===== src/rtl/round_robin_grant_generator_if.sv =====
// Handshake bundle between requesters/consumer and the round-robin grant generator.
// The master side drives requests/done; the slave side (the arbiter) drives the selectors.
interface round_robin_grant_generator_if #(
   parameter int REQUESTER_COUNT = 4,
   parameter int INDEX_WIDTH     = 2
);
   logic [REQUESTER_COUNT-1:0] requests;
   logic                       done;
   logic [REQUESTER_COUNT-1:0] grant;
   logic                       grant_valid;
   logic [INDEX_WIDTH-1:0]     grant_index;

   modport master (
      output requests,
      output done,
      input  grant,
      input  grant_valid,
      input  grant_index
   );

   modport slave (
      input  requests,
      input  done,
      output grant,
      output grant_valid,
      output grant_index
   );
endinterface


===== src/rtl/round_robin_grant_generator.sv =====
// Round-robin arbiter producing registered one-hot selectors for a downstream one-hot mux.
// Grant is held until done or until the grantee drops its request; priority then rotates past it.
//
// state   | meaning
// IDLE    | no grant outstanding, arbitrate from the stored pointer
// GRANTED | grant held; on release rotate pointer past grantee and re-arbitrate same edge
module round_robin_grant_generator #(
   parameter int REQUESTER_COUNT = 4,
   parameter int INDEX_WIDTH     = 2
) (
   input  logic                         clock,
   input  logic                         reset_n,
   round_robin_grant_generator_if.slave bus
);
   localparam int N = REQUESTER_COUNT;

   typedef enum logic {IDLE, GRANTED} state_t;

   state_t                 state;
   logic [N-1:0]           ptr;
   logic [N-1:0]           rot_grant;
   logic [N-1:0]           search_ptr;
   logic [N-1:0]           mask_lo;
   logic [N-1:0]           winner;
   logic [2*N-1:0]         doubled;
   logic [2*N-1:0]         first;
   logic [INDEX_WIDTH-1:0] winner_index;
   logic                   release_ev;

   generate
      if (N == 1) begin : g_rot_single
         assign rot_grant = bus.grant;
      end else begin : g_rot_multi
         assign rot_grant = {bus.grant[N-2:0], bus.grant[N-1]};
      end
   endgenerate

   // Upper copy of the request vector supplies the wrapped-around candidates.
   always_comb begin
      release_ev   = bus.done || ((bus.requests & bus.grant) == '0);
      search_ptr   = (state == GRANTED) ? rot_grant : ptr;
      mask_lo      = ~(search_ptr - N'(1));
      doubled      = {bus.requests, bus.requests & mask_lo};
      first        = doubled & (~doubled + (2*N)'(1));
      winner       = first[N-1:0] | first[2*N-1:N];
      winner_index = '0;
      for (int i = 0; i < N; i++) begin
         if (winner[i]) winner_index = INDEX_WIDTH'(i);
      end
   end

   always_ff @(posedge clock) begin
      if (!reset_n) begin
         state           <= IDLE;
         ptr             <= N'(1);
         bus.grant       <= '0;
         bus.grant_valid <= 1'b0;
         bus.grant_index <= '0;
      end else begin
         case (state)
            IDLE: begin
               if (bus.requests != '0) begin
                  bus.grant       <= winner;
                  bus.grant_index <= winner_index;
                  bus.grant_valid <= 1'b1;
                  state           <= GRANTED;
               end
            end
            GRANTED: begin
               if (release_ev) begin
                  ptr <= rot_grant;
                  if (bus.requests != '0) begin
                     bus.grant       <= winner;
                     bus.grant_index <= winner_index;
                     bus.grant_valid <= 1'b1;
                  end else begin
                     bus.grant       <= '0;
                     bus.grant_index <= '0;
                     bus.grant_valid <= 1'b0;
                     state           <= IDLE;
                  end
               end
            end
            default: begin
               state           <= IDLE;
               bus.grant       <= '0;
               bus.grant_index <= '0;
               bus.grant_valid <= 1'b0;
            end
         endcase
      end
   end
endmodule


===== src/flat_wrapper.sv =====
// flat-port wrapper written by rule: the top's interface ports become plain ports
module round_robin_grant_generator_flat 
#(
   parameter int REQUESTER_COUNT = 4,
   parameter int INDEX_WIDTH     = 2
)
  (clock, reset_n, bus_requests, bus_done, bus_grant, bus_grant_valid, bus_grant_index);
  round_robin_grant_generator_if #(.REQUESTER_COUNT(REQUESTER_COUNT), .INDEX_WIDTH(INDEX_WIDTH)) bus_i ();
  input  logic clock;
  input  logic reset_n;
  input wire logic [$bits(bus_i.requests)-1:0] bus_requests;
  input wire logic [$bits(bus_i.done)-1:0] bus_done;
  output wire logic [$bits(bus_i.grant)-1:0] bus_grant;
  output wire logic [$bits(bus_i.grant_valid)-1:0] bus_grant_valid;
  output wire logic [$bits(bus_i.grant_index)-1:0] bus_grant_index;
  assign bus_i.requests = bus_requests;
  assign bus_i.done = bus_done;
  assign bus_grant = bus_i.grant;
  assign bus_grant_valid = bus_i.grant_valid;
  assign bus_grant_index = bus_i.grant_index;
  round_robin_grant_generator #(.REQUESTER_COUNT(REQUESTER_COUNT), .INDEX_WIDTH(INDEX_WIDTH)) u_core (.clock(clock), .reset_n(reset_n), .bus(bus_i));
endmodule

===== config.mk =====
export PLATFORM = sky130hd
export DESIGN_NAME = round_robin_grant_generator_flat
export DESIGN_NICKNAME = d
export VERILOG_FILES = /design/src/rtl/round_robin_grant_generator_if.sv /design/src/rtl/round_robin_grant_generator.sv /design/src/flat_wrapper.sv
export SDC_FILE = /design/constraint.sdc
export NUM_CORES = 1
export LEC_CHECK = 0
export BUFFER_PORTS_ARGS = -buffer_cell sky130_fd_sc_hd__buf_2
export CAP_MARGIN = 10
export CORE_MARGIN = 1
export CORE_UTILIZATION = 45
export CTS_BUF_LIST = sky130_fd_sc_hd__clkbuf_4
export DETAILED_ROUTE_END_ITERATION = 6
export PLACE_DENSITY = 0.71
export SYNTH_ARGS = -nofsm -noshare
export SYNTH_HDL_FRONTEND = slang
export SYNTH_SLANG_ARGS = --single-unit

===== constraint.sdc =====
create_clock -name clock -period 2.2 [get_ports clock]
set_input_delay 0.11 -clock clock [delete_from_list [all_inputs] [get_ports clock]]
set_output_delay 0.11 -clock clock [all_outputs]
set_load 0.005 [all_outputs]

==> results.py, run 1 <==
metrics = {
    "pwr": {
        "vdd_drop_max_v": 0.000441,
        "p_leak_nw": 0.348,
        "pwr_density_cell_nw_per_um2": 695,
    },
    "place": {
        "place_congestion": 0.816,
        "place_area_um2": 756,
        "place_inst": 103,
        "port_buffers": 13,
        "dpl.hpwl_mm": 1.13,
    },
    "logic_synthesis": {
        "seq_area_frac_synth_pct": 35.6,
        "yosys_warnings": 0,
        "synthTopCellsByCount": "dfxtp_1, a21oi_1, nand2_1, mux2i_1, nor2_1",
        "syn_inst": 75,
        "syn_nets": 83,
        "ys_ff_latch": 12,
        "synth.top_cell.area_share_pct": 35.6,
        "synth_edf_count": 0,
        "yosys.area.top_type": "dfxtp_1",
        "synth.distinct_cells": 27,
        "synth_area_um2": 676,
        "avgSynthCellArea_um2": 9.01,
        "synthTopCellsByArea": "dfxtp_1, mux2i_1, a21oi_1",
        "yosysMostFrequentCell": "dfxtp_1",
        "synthFlopType": "dfxtp_1",
        "async_flop_share_pct": 0,
    },
    "global_routing": {
        "track_usage_pct": 21.7,
        "grt_max_degree": 11,
        "grt_pass1_wl_mm": 2.37,
        "grt-ovfl-total": 0,
        "grt_pass1_vias": 540,
        "antenna_found_initial": 0,
    },
    "layout": {
        "fin_cells": 106,
        "areaGrowthSynthToFinish_pct": 15.2,
        "fillers": 135,
        "finalNetCount": 101,
        "antenna_cells": 0,
        "fin_area_um2": 778,
        "drive_gt1_share_pct": 27.5,
    },
    "die": {
        "fp-row-count": 13,
        "core_area_um2": 1350,
        "initial_core_util_pct": 50.0,
        "io_pins": 14,
        "die_x_um": 40.8,
        "die_area_um2": 1660,
        "die_h_um": 40.8,
    },
    "cts": {
        "htreeDepth": 1,
        "clkTransAtPathRegs_ns": 0.07,
        "ctsResizeCount": 0,
        "cts_tree": "yes",
        "root_buffer": "clkbuf_4",
        "cts_made_buffers": 3,
        "clock_latency_ns": 0.26,
        "cts_setup_buffers": 0,
        "cts_hold_buf": 0,
        "clock-sinks": 12,
        "clockBufferDepth": 2,
    },
    "routing": {
        "via_per_inst": 5.93,
        "met3WireLength_um": 102,
        "wl_per_cell_um": 14.2,
        "detail-route-antenna-nets": 0,
        "met2_length_um": 641,
        "drc": 0,
        "routed_wl_mm": 1.50,
        "vias": 629,
        "wl_met1_um": 749,
        "dr.pass1.iters": 4,
        "top_layer_used": "met4",
        "drtIter0Drc": 9,
    },
    "sta": {
        "setup_viol": 0,
        "period_needed_ns": 1.99,
        "hold_viol": 0,
        "setup_tns_ns": 0,
        "hold_ws_ns": 0.0467,
        "period_share_pct": 90.5,
        "max_clock_freq_mhz": 502,
        "rsz0062_at_grt": "no",
        "final-max-slew-violation-count": 0,
        "fin_skew_ns": 0.00210,
        "maxSlewHeadroom_pct": 69.6,
        "max_slew.worst_pin.slew_ns": 0.453,
    },
    "setup_path": {
        "r2r_slack_ns": 0.21,
        "crit_path_end": "u_core.bus.grant_index[0]$_SDFFE_PN0P_",
        "path_class": "reg2reg",
        "ff2ff_path_depth": 7,
        "worstPathRequired_ns": 2.34,
        "r2r_start": "u_core.state$_SDFF_PN0_",
        "cp-start-kind": "flip-flop",
        "crit_fanout": 7,
        "r2r-end": "u_core.bus.grant_index[0]$_SDFFE_PN0P_",
        "startpoint": "u_core.state$_SDFF_PN0_",
        "cp.arrival_ns": 2.13,
        "end_kind": "flip-flop",
    },
    "worst_hold_path": {
        "hp-class": "in2reg",
    },
    "run": {
        "drv_cap": 0,
    },
    "status": {
        "status": "finished clean",
    },
}
[state kept, by name, summed over array words and instances (netlist names)]
| register | flops |
|---|---|
| u_core.bus.grant | 4 |
| u_core.bus.grant_index | 2 |
| u_core.bus.grant_valid | 1 |
| u_core.ptr | 4 |
| u_core.state | 1 |
[metal layers]
metal / GRT usage (%) / vias to the layer above
met5: 0 / -
met4: 10.0 / 0
met3: 1.63 / 2
met2: 32.1 / 24
met1: 31.6 / 295
li1: - / 308
[per-stage QoR]
step | total power, mW | utilization, % | setup WS [ns]
detailed placement | 0.417 | 56.0 | 0.269
floorplan | 0.371 | - | 0.476
global placement | 0.415 | 56.0 | 0.321
global route | 0.575 | 57.6 | 0.0448
finish | 0.541 | 57.6 | 0.209
CTS | 0.548 | 57.6 | 0.250
[kinds of logic after synthesis]
| kind of cell | count (synthesis) | synth area share [%] |
|---|---|---|
| multiplexers | 7 | 10.4 |
| flip-flops | 12 | 35.6 |
| adder cells (fa/ha/maj) | 1 | 1.85 |
| AO/OA/AOI/OAI | 25 | 25.2 |
| buffers and inverters | 4 | 3.33 |
| XOR/XNOR | 1 | 1.30 |
| AND/OR/NAND/NOR | 25 | 22.4 |
[how the worst min path moves through the flow]
stage          cells after the start                    endpoint     from  slack, ns
5_1_grt                            2  u_core.ptr[0]$_SDFFE_PN1P_  reset_n       0.06
6_report                           2  u_core.ptr[0]$_SDFFE_PN1P_  reset_n       0.05
3_5_place_dp                       2  u_core.ptr[0]$_SDFFE_PN1P_  reset_n       0.32
2_1_floorplan                      1  u_core.ptr[0]$_SDFFE_PN1P_  reset_n       0.19
3_3_place_gp                       2  u_core.ptr[0]$_SDFFE_PN1P_  reset_n       0.31
4_1_cts                            2  u_core.ptr[0]$_SDFFE_PN1P_  reset_n       0.04
[area by class of cell]
type	count	area [um2]	area share [%]
Clock buffer	3	22.5	2.89
Inverter	3	11.3	1.45
Multi-Input combinational cell	59	413	53.1
Sequential cell	12	240	30.9
Tap cell	15	18.8	2.41
Timing Repair Buffer	14	72.6	9.32
[worst max-delay path: stages, from the launching register on]
cell      delay (ns)
dfxtp_1         0.48
mux2i_1         0.31
ha_1            0.21
xor2_1          0.21
a22o_1          0.23
nor3b_1         0.07
o211ai_1        0.24
a31oi_1         0.13
[report_power, final]
| part | internal [mW] | switching (mW) | total [mW] |
|---|---|---|---|
| Sequential | 0.237 | 0.0246 | 0.262 |
| Clock | 0.0632 | 0.0636 | 0.127 |
| Combinational | 0.0757 | 0.0767 | 0.152 |
| Total | 0.376 | 0.165 | 0.541 |
[placed cells by master, fill, tap and decap left out, types with 2 or more instances in the layout]
master | synthesis | routed
a211oi_2 | 2 | 2
a21oi_1 | 9 | 9
a22o_1 | 2 | 2
and2b_2 | 2 | 2
buf_2 | 0 | 13
clkbuf_4 | 0 | 3
dfxtp_1 | 12 | 12
inv_1 | 2 | 2
mux2i_1 | 7 | 7
nand2_1 | 9 | 9
nor2_1 | 6 | 6
nor4_1 | 2 | 2
o211ai_1 | 4 | 4
o21ai_0 | 3 | 3
Power figures use the tool's default switching activity.
==> run 2, diff against run 1 <==
--- a/config.mk
+++ b/config.mk
@@ -12,6 +12,7 @@
 export CTS_BUF_LIST = sky130_fd_sc_hd__clkbuf_4
 export DETAILED_ROUTE_END_ITERATION = 6
 export PLACE_DENSITY = 0.71
+export RECOVER_POWER = 50
 export SYNTH_ARGS = -nofsm -noshare
 export SYNTH_HDL_FRONTEND = slang
 export SYNTH_SLANG_ARGS = --single-unit
==> results.py, run 2 (synthesized netlist as in run 1, its figures left out) <==
metrics = {
    "sta": {
        "period_share_pct": 90.8,
        "final-max-slew-violation-count": 0,
        "rsz0062_at_grt": "no",
        "max_slew.worst_pin.slew_ns": 0.452,
        "max_clock_freq_mhz": 501,
        "hold_viol": 0,
        "maxSlewHeadroom_pct": 69.7,
        "setup_tns_ns": 0,
        "period_needed_ns": 2.00,
        "setup_viol": 0,
        "fin_skew_ns": 0.00210,
    },
    "setup_path": {
        "worstPathRequired_ns": 2.34,
        "cp-start-kind": "flip-flop",
        "cp.arrival_ns": 2.13,
        "startpoint": "u_core.state$_SDFF_PN0_",
        "path_class": "reg2reg",
        "r2r_start": "u_core.state$_SDFF_PN0_",
        "end_kind": "flip-flop",
        "crit_fanout": 7,
    },
    "cts": {
        "root_buffer": "clkbuf_4",
        "cts_hold_buf": 0,
        "clkTransAtPathRegs_ns": 0.07,
        "cts_setup_buffers": 0,
        "ctsResizeCount": 0,
        "htreeDepth": 1,
        "clockBufferDepth": 2,
        "clock-sinks": 12,
        "clock_latency_ns": 0.26,
        "cts_made_buffers": 3,
        "cts_tree": "yes",
    },
    "global_routing": {
        "antenna_found_initial": 0,
        "use_met2_pct": 32.1,
        "grt_pass1_wl_mm": 2.37,
        "grt_max_degree": 11,
        "use_met1_pct": 31.6,
        "grt.busiest_layer": "met2",
        "grt_pass1_vias": 540,
        "use_met3_pct": 1.63,
        "track_usage_pct": 21.7,
        "grt-ovfl-total": 0,
    },
    "routing": {
        "drc": 0,
        "drtIter0Drc": 8,
        "vias": 632,
        "dr.pass1.iters": 4,
        "routed_wl_mm": 1.50,
        "detail-route-antenna-nets": 0,
        "wl_per_cell_um": 14.1,
        "via_per_inst": 5.96,
    },
    "pwr": {
        "power_mw": 0.540,
        "vdd_drop_max_v": 0.000441,
        "pwr_density_cell_nw_per_um2": 698,
        "p_leak_nw": 0.334,
    },
    "die": {
        "core_area_um2": 1350,
        "die_area_um2": 1660,
        "die_h_um": 40.8,
        "fp-row-count": 13,
        "die_x_um": 40.8,
        "io_pins": 14,
        "initial_core_util_pct": 50.0,
    },
    "layout": {
        "layout_common_cells": "dfxtp_1, nand2_1, a21oi_1, buf_2, mux2i_1",
        "antenna_cells": 0,
        "areaGrowthSynthToFinish_pct": 14.4,
        "finalNetCount": 101,
        "drive_gt1_share_pct": 23.1,
        "mostFrequentLayoutCell": "dfxtp_1",
        "reg_top3": "u_core.bus.grant: 4 flops, u_core.ptr: 4 flops, u_core.bus.grant_index: 2 flops",
    },
    "worst_hold_path": {
        "min_from": "reset_n",
        "hp-class": "in2reg",
    },
    "place": {
        "dpl.hpwl_mm": 1.13,
        "place_congestion": 0.816,
        "port_buffers": 13,
    },
    "run": {
        "drv_cap": 0,
    },
    "status": {
        "status": "finished clean",
    },
}
run 2: changes by cell type in the layout (fill, tap and decap cells not counted), sizes merged:
| cell | before | now |
|---|---|---|
| buf | 14 | 11 |
| clkbuf | 3 | 6 |
run 2: critical path, stage by stage, from the launching register on:
cell and delay, ns:
dfxtp_1 0.48, mux2i_1 0.31, ha_1 0.21, xor2_1 0.21
a22o_1 0.23, a211oi_2 0.06, o211ai_1 0.25, a31oi_1 0.13
run 2: where the power goes:
group | switching [mW] | internal, mW | leakage [nW] | total [mW]
registers | 0.0248 | 0.237 | 0.0988 | 0.262
logic | 0.0768 | 0.0742 | 0.221 | 0.151
clock network | 0.0636 | 0.0632 | 0.0138 | 0.127
total | 0.165 | 0.375 | 0.334 | 0.540
run 2: final cells by class:
class                           count  area (um2)
Fill cell                         138         577
Sequential cell                    12         240
Tap cell                           15        18.8
Timing Repair Buffer               14        67.6
Multi-Input combinational cell     59         413
Clock buffer                        3        22.5
Inverter                            3        11.3
run 2: path summary, 6_finish.rpt:
| check | end | slack, ns | cells past startpoint |
|---|---|---|---|
| hold / removal | u_core.ptr[0]$_SDFFE_PN1P_ | 0.05 | 2 |
| hold reg to reg | u_core.bus.grant_valid$_SDFFE_PN0P_ | 0.47 | 2 |
| setup reg to reg | u_core.bus.grant_index[0]$_SDFFE_PN0P_ | 0.20 | 7 |
| setup / recovery | u_core.bus.grant_index[0]$_SDFFE_PN0P_ | 0.20 | 7 |
run 2: routing by layer:
layer	vias to the layer above	part of all wire [%]
met5	-	0
met3	2	6.3
met1	301	51
met2	21	42
met4	0	0.40
li1	308	-
run 2: stage by stage:
stage                     hold WS, ns  std cells  setup slack [ns]  cell area, um2  util, %
after floorplan                 0.186         75             0.476             676        -
after global placement          0.313        103             0.321             756     56.0
after detailed placement        0.317        103             0.269             756     56.0
after CTS                      0.0388        106             0.250             778     57.6
after global routing           0.0563        106            0.0447             773     57.3
final                          0.0463        106             0.203             773     57.3
